### src/rtl/grip_ctrl.sv
// Gripper hand controller: debounced dual-gauge contact sensing, close/hold/open
// sequencing with a closing timeout, and a fixed-period PWM motor drive.
module grip_ctrl #(
    parameter int PWM_PERIOD = 100,
    parameter int DUTY_CLOSE = 60,
    parameter int DUTY_OPEN  = 40,
    parameter int DEBOUNCE   = 4,
    parameter int TIMEOUT    = 1000,
    parameter int OPEN_TIME  = 500
) (
    input  logic       clk,
    input  logic       rst,
    input  logic       i_limit1,
    input  logic       i_limit2,
    input  logic       i_grip_cmd,
    input  logic       i_release_cmd,
    output logic       o_pwm,
    output logic       o_dir,
    output logic       o_busy,
    output logic       o_fault,
    output logic [2:0] o_state
);

    localparam int TMAX = (TIMEOUT > OPEN_TIME) ? TIMEOUT : OPEN_TIME;
    localparam int TW   = $clog2(TMAX + 1);
    localparam int PW   = (PWM_PERIOD > 2) ? $clog2(PWM_PERIOD) : 1;
    localparam int DW   = $clog2(DEBOUNCE + 1);

    typedef enum logic [2:0] {
        IDLE    = 3'd0,
        CLOSING = 3'd1,
        HOLD    = 3'd2,
        OPENING = 3'd3,
        FAULT   = 3'd4
    } state_t;

    state_t          state_q, state_d;
    logic [TW-1:0]   timer_q, timer_d;
    logic [PW-1:0]   pwm_cnt_q, pwm_cnt_d;
    logic [DW-1:0]   deb1_q, deb1_d, deb2_q, deb2_d;
    logic            pwm_q, pwm_d;
    logic            dir_q, dir_d;
    logic            busy_q, busy_d;
    logic            fault_q, fault_d;
    logic            contact;

    function automatic logic [DW-1:0] deb_next(input logic in, input logic [DW-1:0] cnt);
        if (!in)
            return '0;
        if (cnt == DW'(DEBOUNCE))
            return cnt;
        return cnt + DW'(1);
    endfunction

    assign contact = (deb1_q == DW'(DEBOUNCE)) && (deb2_q == DW'(DEBOUNCE));

    always_comb begin
        deb1_d  = deb_next(i_limit1, deb1_q);
        deb2_d  = deb_next(i_limit2, deb2_q);

        state_d = state_q;
        case (state_q)
            IDLE:    if (!i_release_cmd && i_grip_cmd) state_d = CLOSING;
            CLOSING: begin
                if (i_release_cmd)                      state_d = OPENING;
                else if (contact)                       state_d = HOLD;
                else if (timer_q == TW'(TIMEOUT - 1))   state_d = FAULT;
            end
            HOLD: begin
                if (i_release_cmd)                      state_d = OPENING;
                else if (!contact)                      state_d = CLOSING;
            end
            OPENING: if (timer_q == TW'(OPEN_TIME - 1)) state_d = IDLE;
            FAULT:   if (i_release_cmd)                 state_d = OPENING;
            default:                                    state_d = IDLE;
        endcase

        // Timer and PWM phase both restart whenever the state changes
        timer_d   = timer_q;
        pwm_cnt_d = '0;
        if (state_d != state_q) begin
            timer_d = '0;
        end else if (state_q == CLOSING || state_q == OPENING) begin
            if (timer_q != '1)
                timer_d = timer_q + TW'(1);
            if (pwm_cnt_q != PW'(PWM_PERIOD - 1))
                pwm_cnt_d = pwm_cnt_q + PW'(1);
        end

        pwm_d = 1'b0;
        if (state_d == CLOSING)
            pwm_d = 32'(pwm_cnt_d) < 32'(DUTY_CLOSE);
        else if (state_d == OPENING)
            pwm_d = 32'(pwm_cnt_d) < 32'(DUTY_OPEN);
        dir_d   = (state_d == CLOSING) || (state_d == HOLD);
        busy_d  = (state_d == CLOSING) || (state_d == OPENING);
        fault_d = (state_d == FAULT);
    end

    always_ff @(posedge clk) begin
        if (rst) begin
            state_q   <= IDLE;
            timer_q   <= '0;
            pwm_cnt_q <= '0;
            deb1_q    <= '0;
            deb2_q    <= '0;
            pwm_q     <= 1'b0;
            dir_q     <= 1'b0;
            busy_q    <= 1'b0;
            fault_q   <= 1'b0;
        end else begin
            state_q   <= state_d;
            timer_q   <= timer_d;
            pwm_cnt_q <= pwm_cnt_d;
            deb1_q    <= deb1_d;
            deb2_q    <= deb2_d;
            pwm_q     <= pwm_d;
            dir_q     <= dir_d;
            busy_q    <= busy_d;
            fault_q   <= fault_d;
        end
    end

    assign o_state = state_q;
    assign o_pwm   = pwm_q;
    assign o_dir   = dir_q;
    assign o_busy  = busy_q;
    assign o_fault = fault_q;

endmodule

### config.mk
export PLATFORM = sky130hd
export DESIGN_NAME = grip_ctrl
export DESIGN_NICKNAME = d
export VERILOG_FILES = /design/src/rtl/grip_ctrl.sv
export SDC_FILE = /design/constraint.sdc
export NUM_CORES = 1
export LEC_CHECK = 0
export ABC_AREA = 1
export CAP_MARGIN = 20
export CORE_MARGIN = 8
export CORE_UTILIZATION = 50
export DETAILED_ROUTE_END_ITERATION = 8
export PLACE_DENSITY = 0.68
export SLEW_MARGIN = 30
export SYNTH_ARGS = -nofsm -noshare
export SYNTH_HDL_FRONTEND = slang
export SYNTH_SLANG_ARGS = --single-unit
export TNS_END_PERCENT = 5
### constraint.sdc
create_clock -name clk -period 3.2 [get_ports clk]
set_input_delay 0.32 -clock clk [delete_from_list [all_inputs] [get_ports clk]]
set_output_delay 0.32 -clock clk [all_outputs]
set_load 0.005 [all_outputs]
==> flow_summary.ini <==
[outcome]
outcome = complete, no violations

[timing]
fin_skew_ns = 0.006556
slew_headroom = 0.7624
slew_violations = 0
final-setup-viol-count = 0
post-route-period-util = 0.6714
fin_tns_setup_ns = 0
min_period_ns = 2.149
finalHoldViolations = 0
rsz0062_at_grt = false
fmax_mhz = 465.4
tightest_slew_ns = 0.3552

[yosys]
synth.area.top_cells = dfxtp_1, nand2_1, inv_1
synth.avg_cell_area_um2 = 7.245
yosysSeqAreaShare = 0.3947
ys_seq_elements = 30
syn_inst = 210
synth.net_count = 222
synth_flop_cell = dfxtp_1
synthesis.area_um2 = 1521
synth.top_cells.by_count = nand2_1, inv_1, dfxtp_1
synth_largest_area_cell = dfxtp_1
yosysUniqueCellTypes = 25
synth-async-reset-ratio = 0
yosysMostFrequentCell = nand2_1
yosys_warnings = 0
synth_top_area_frac = 0.3947
synth_enable_flop_cells = 0

[worst_hold_path]
hp-class = reg -> reg
worstHoldEndpoint = pwm_cnt_q[0]$_SDFF_PP0_
hold_path_depth = 1
worstHoldStart = pwm_cnt_q[0]$_SDFF_PP0_

[global_routing]
antenna_found_initial = 0
grt_overflow = 0
grt_pass1_vias = 1338
track_usage = 0.1321
grt_max_degree = 14
grt_pass1_wl_um = 5388

[placement]
dp_hpwl_um = 2369
place_inst = 254
place_congestion = 0.8239
portBuffers = 12

[critical_path]
reg2reg_depth = 14
critPathCaptureType = flip-flop
crit_type = reg -> reg
crit_arrival_ns = 2.40
r2r-start = deb2_q[0]$_SDFFE_PP0P_
cp_max_fo = 13
crit_required_ns = 3.45
regToRegEndpoint = timer_q[0]$_SDFFE_PP0P_
reg2reg_setup_slack_ns = 1.05
cp-startpoint = deb2_q[0]$_SDFFE_PP0P_
start_kind = flip-flop

[cells_and_area]
fin_nets = 240
fillCellCount = 282
drive_gt1_frac = 0.1228
multiInputGateArea_um2 = 784.5
areaGrowthSynthToFinish_pct = 12.83
fin_cells = 261
n_antenna_cell = 0
seq_area_um2 = 600.6

[route]
wl_um = 2999
dr.first_iter.drc_count = 39
viasPerCell = 5.123
dr_total_vias = 1337
ant_nets = 0
post-route-drc-count = 0
dr.pass1.iters = 4
wl_per_cell_um = 11.49

[clock_tree]
cts_sinks = 30
clk_pin_slew_ns = 0.08
clockBufferDepth = 2
ctsHtreeMaxLevel = 2
cts-root-buf = clkbuf_4
cts-buffers-inserted = 5
clock_latency_ns = 0.32
cts.repair.resized = 0
post_cts_buffers = 0
cts_tree = yes
holdBufCountCts = 0

[power]
finalPower_uw = 687.0
p_per_area_nw_per_um2 = 400.2
ir_worst_vdd_mv = 0.2503
p_leak_nw = 0.7180

[job]
drv_cap = 0

[floorplanning]
die_h_um = 71.16
dieArea_um2 = 5064
pin_count = 13
num_rows = 20
die_w_um = 71.16
initial_utilization = 0.5109
fp.coreArea_um2 = 2978
metal layers:
layer / part of all wire / GRT usage / up-vias
met3: 0.044 / 0.03672 / 8
met5: 0 / 0 / -
met1: 0.42 / 0.1404 / 608
li1: - / - / 696
met2: 0.51 / 0.2265 / 25
met4: 0.021 / 0.07852 / 0
layout make-up:
| cell class | instances | share of cell area |
|---|---|---|
| well taps | 33 | 0.02405 |
| flip-flops and latches | 30 | 0.3499 |
| multi-input cells | 146 | 0.4570 |
| repair buffers | 12 | 0.06997 |
| clock buffers | 7 | 0.02624 |
| inverters | 33 | 0.07289 |
flip-flops by register name, summed over array words and instances (netlist names):
| register | cells |
|---|---|
| pwm_cnt_q | 7 |
| o_pwm | 1 |
| timer_q | 10 |
| o_busy | 1 |
| deb1_q | 3 |
| o_fault | 1 |
| o_dir | 1 |
| o_state | 3 |
| deb2_q | 3 |
worst max-delay path, cell delays in order, from the launching register on:
cell	delay [ns]
dfxtp_1	0.34
inv_1	0.07
ha_1	0.20
nand2_2	0.10
nor2_2	0.19
nand2_1	0.07
nand2_1	0.06
nand2_1	0.06
nor2_2	0.11
nand2_2	0.08
clkinv_2	0.07
nand2_2	0.05
a21oi_2	0.22
nand2_2	0.26
a21oi_1	0.20
stage by stage:
stage          instance area, µm²  utilization  hold slack (ns)  worst slack (ns)
6_report                     1717       0.5765           0.4763             1.051
3_3_place_gp                 1672       0.5613           0.4491             1.170
4_1_cts                      1717       0.5765           0.4787             1.041
5_1_grt                      1717       0.5765           0.5181            0.8049
2_1_floorplan                1521            -           0.3891             1.428
3_5_place_dp                 1672       0.5613           0.4593             1.055
kinds of logic after synthesis:
kind of cell / share of synthesized area
simple gates: 0.3388
fa+ha+maj: 0.04934
flops: 0.3947
xor+xnor: 0.05757
compound gates: 0.06991
buf+inv: 0.08964
power by group:
group	total [mW]	internal (mW)	switching (mW)
combinational	0.0977	0.0374	0.0603
sequential	0.391	0.384	0.00775
clock	0.198	0.0826	0.115
total	0.687	0.504	0.183
worst max path at each step:
stage                               to  slack [ns]  cells past startpoint
6_report       timer_q[0]$_SDFFE_PP0P_        1.05                     14
5_1_grt        timer_q[0]$_SDFFE_PP0P_        0.80                     14
4_1_cts        timer_q[0]$_SDFFE_PP0P_        1.04                     14
3_5_place_dp   timer_q[0]$_SDFFE_PP0P_        1.06                     11
3_3_place_gp   timer_q[0]$_SDFFE_PP0P_        1.17                     11
2_1_floorplan  timer_q[7]$_SDFFE_PP0P_        1.43                     15
cells in the final DEF (no fill, tap or decap), types with 6 or more instances in the layout:
| cell | instances |
|---|---|
| nand2_1 | 39 |
| nor3_1 | 7 |
| clkdlybuf4s50_1 | 12 |
| dfxtp_1 | 30 |
| nand3_1 | 14 |
| nor2_1 | 25 |
| a21oi_1 | 7 |
| xor2_1 | 8 |
| ha_1 | 6 |
| nor2_2 | 14 |
| inv_1 | 32 |
No activity file was read; power rests on OpenSTA's default activity.
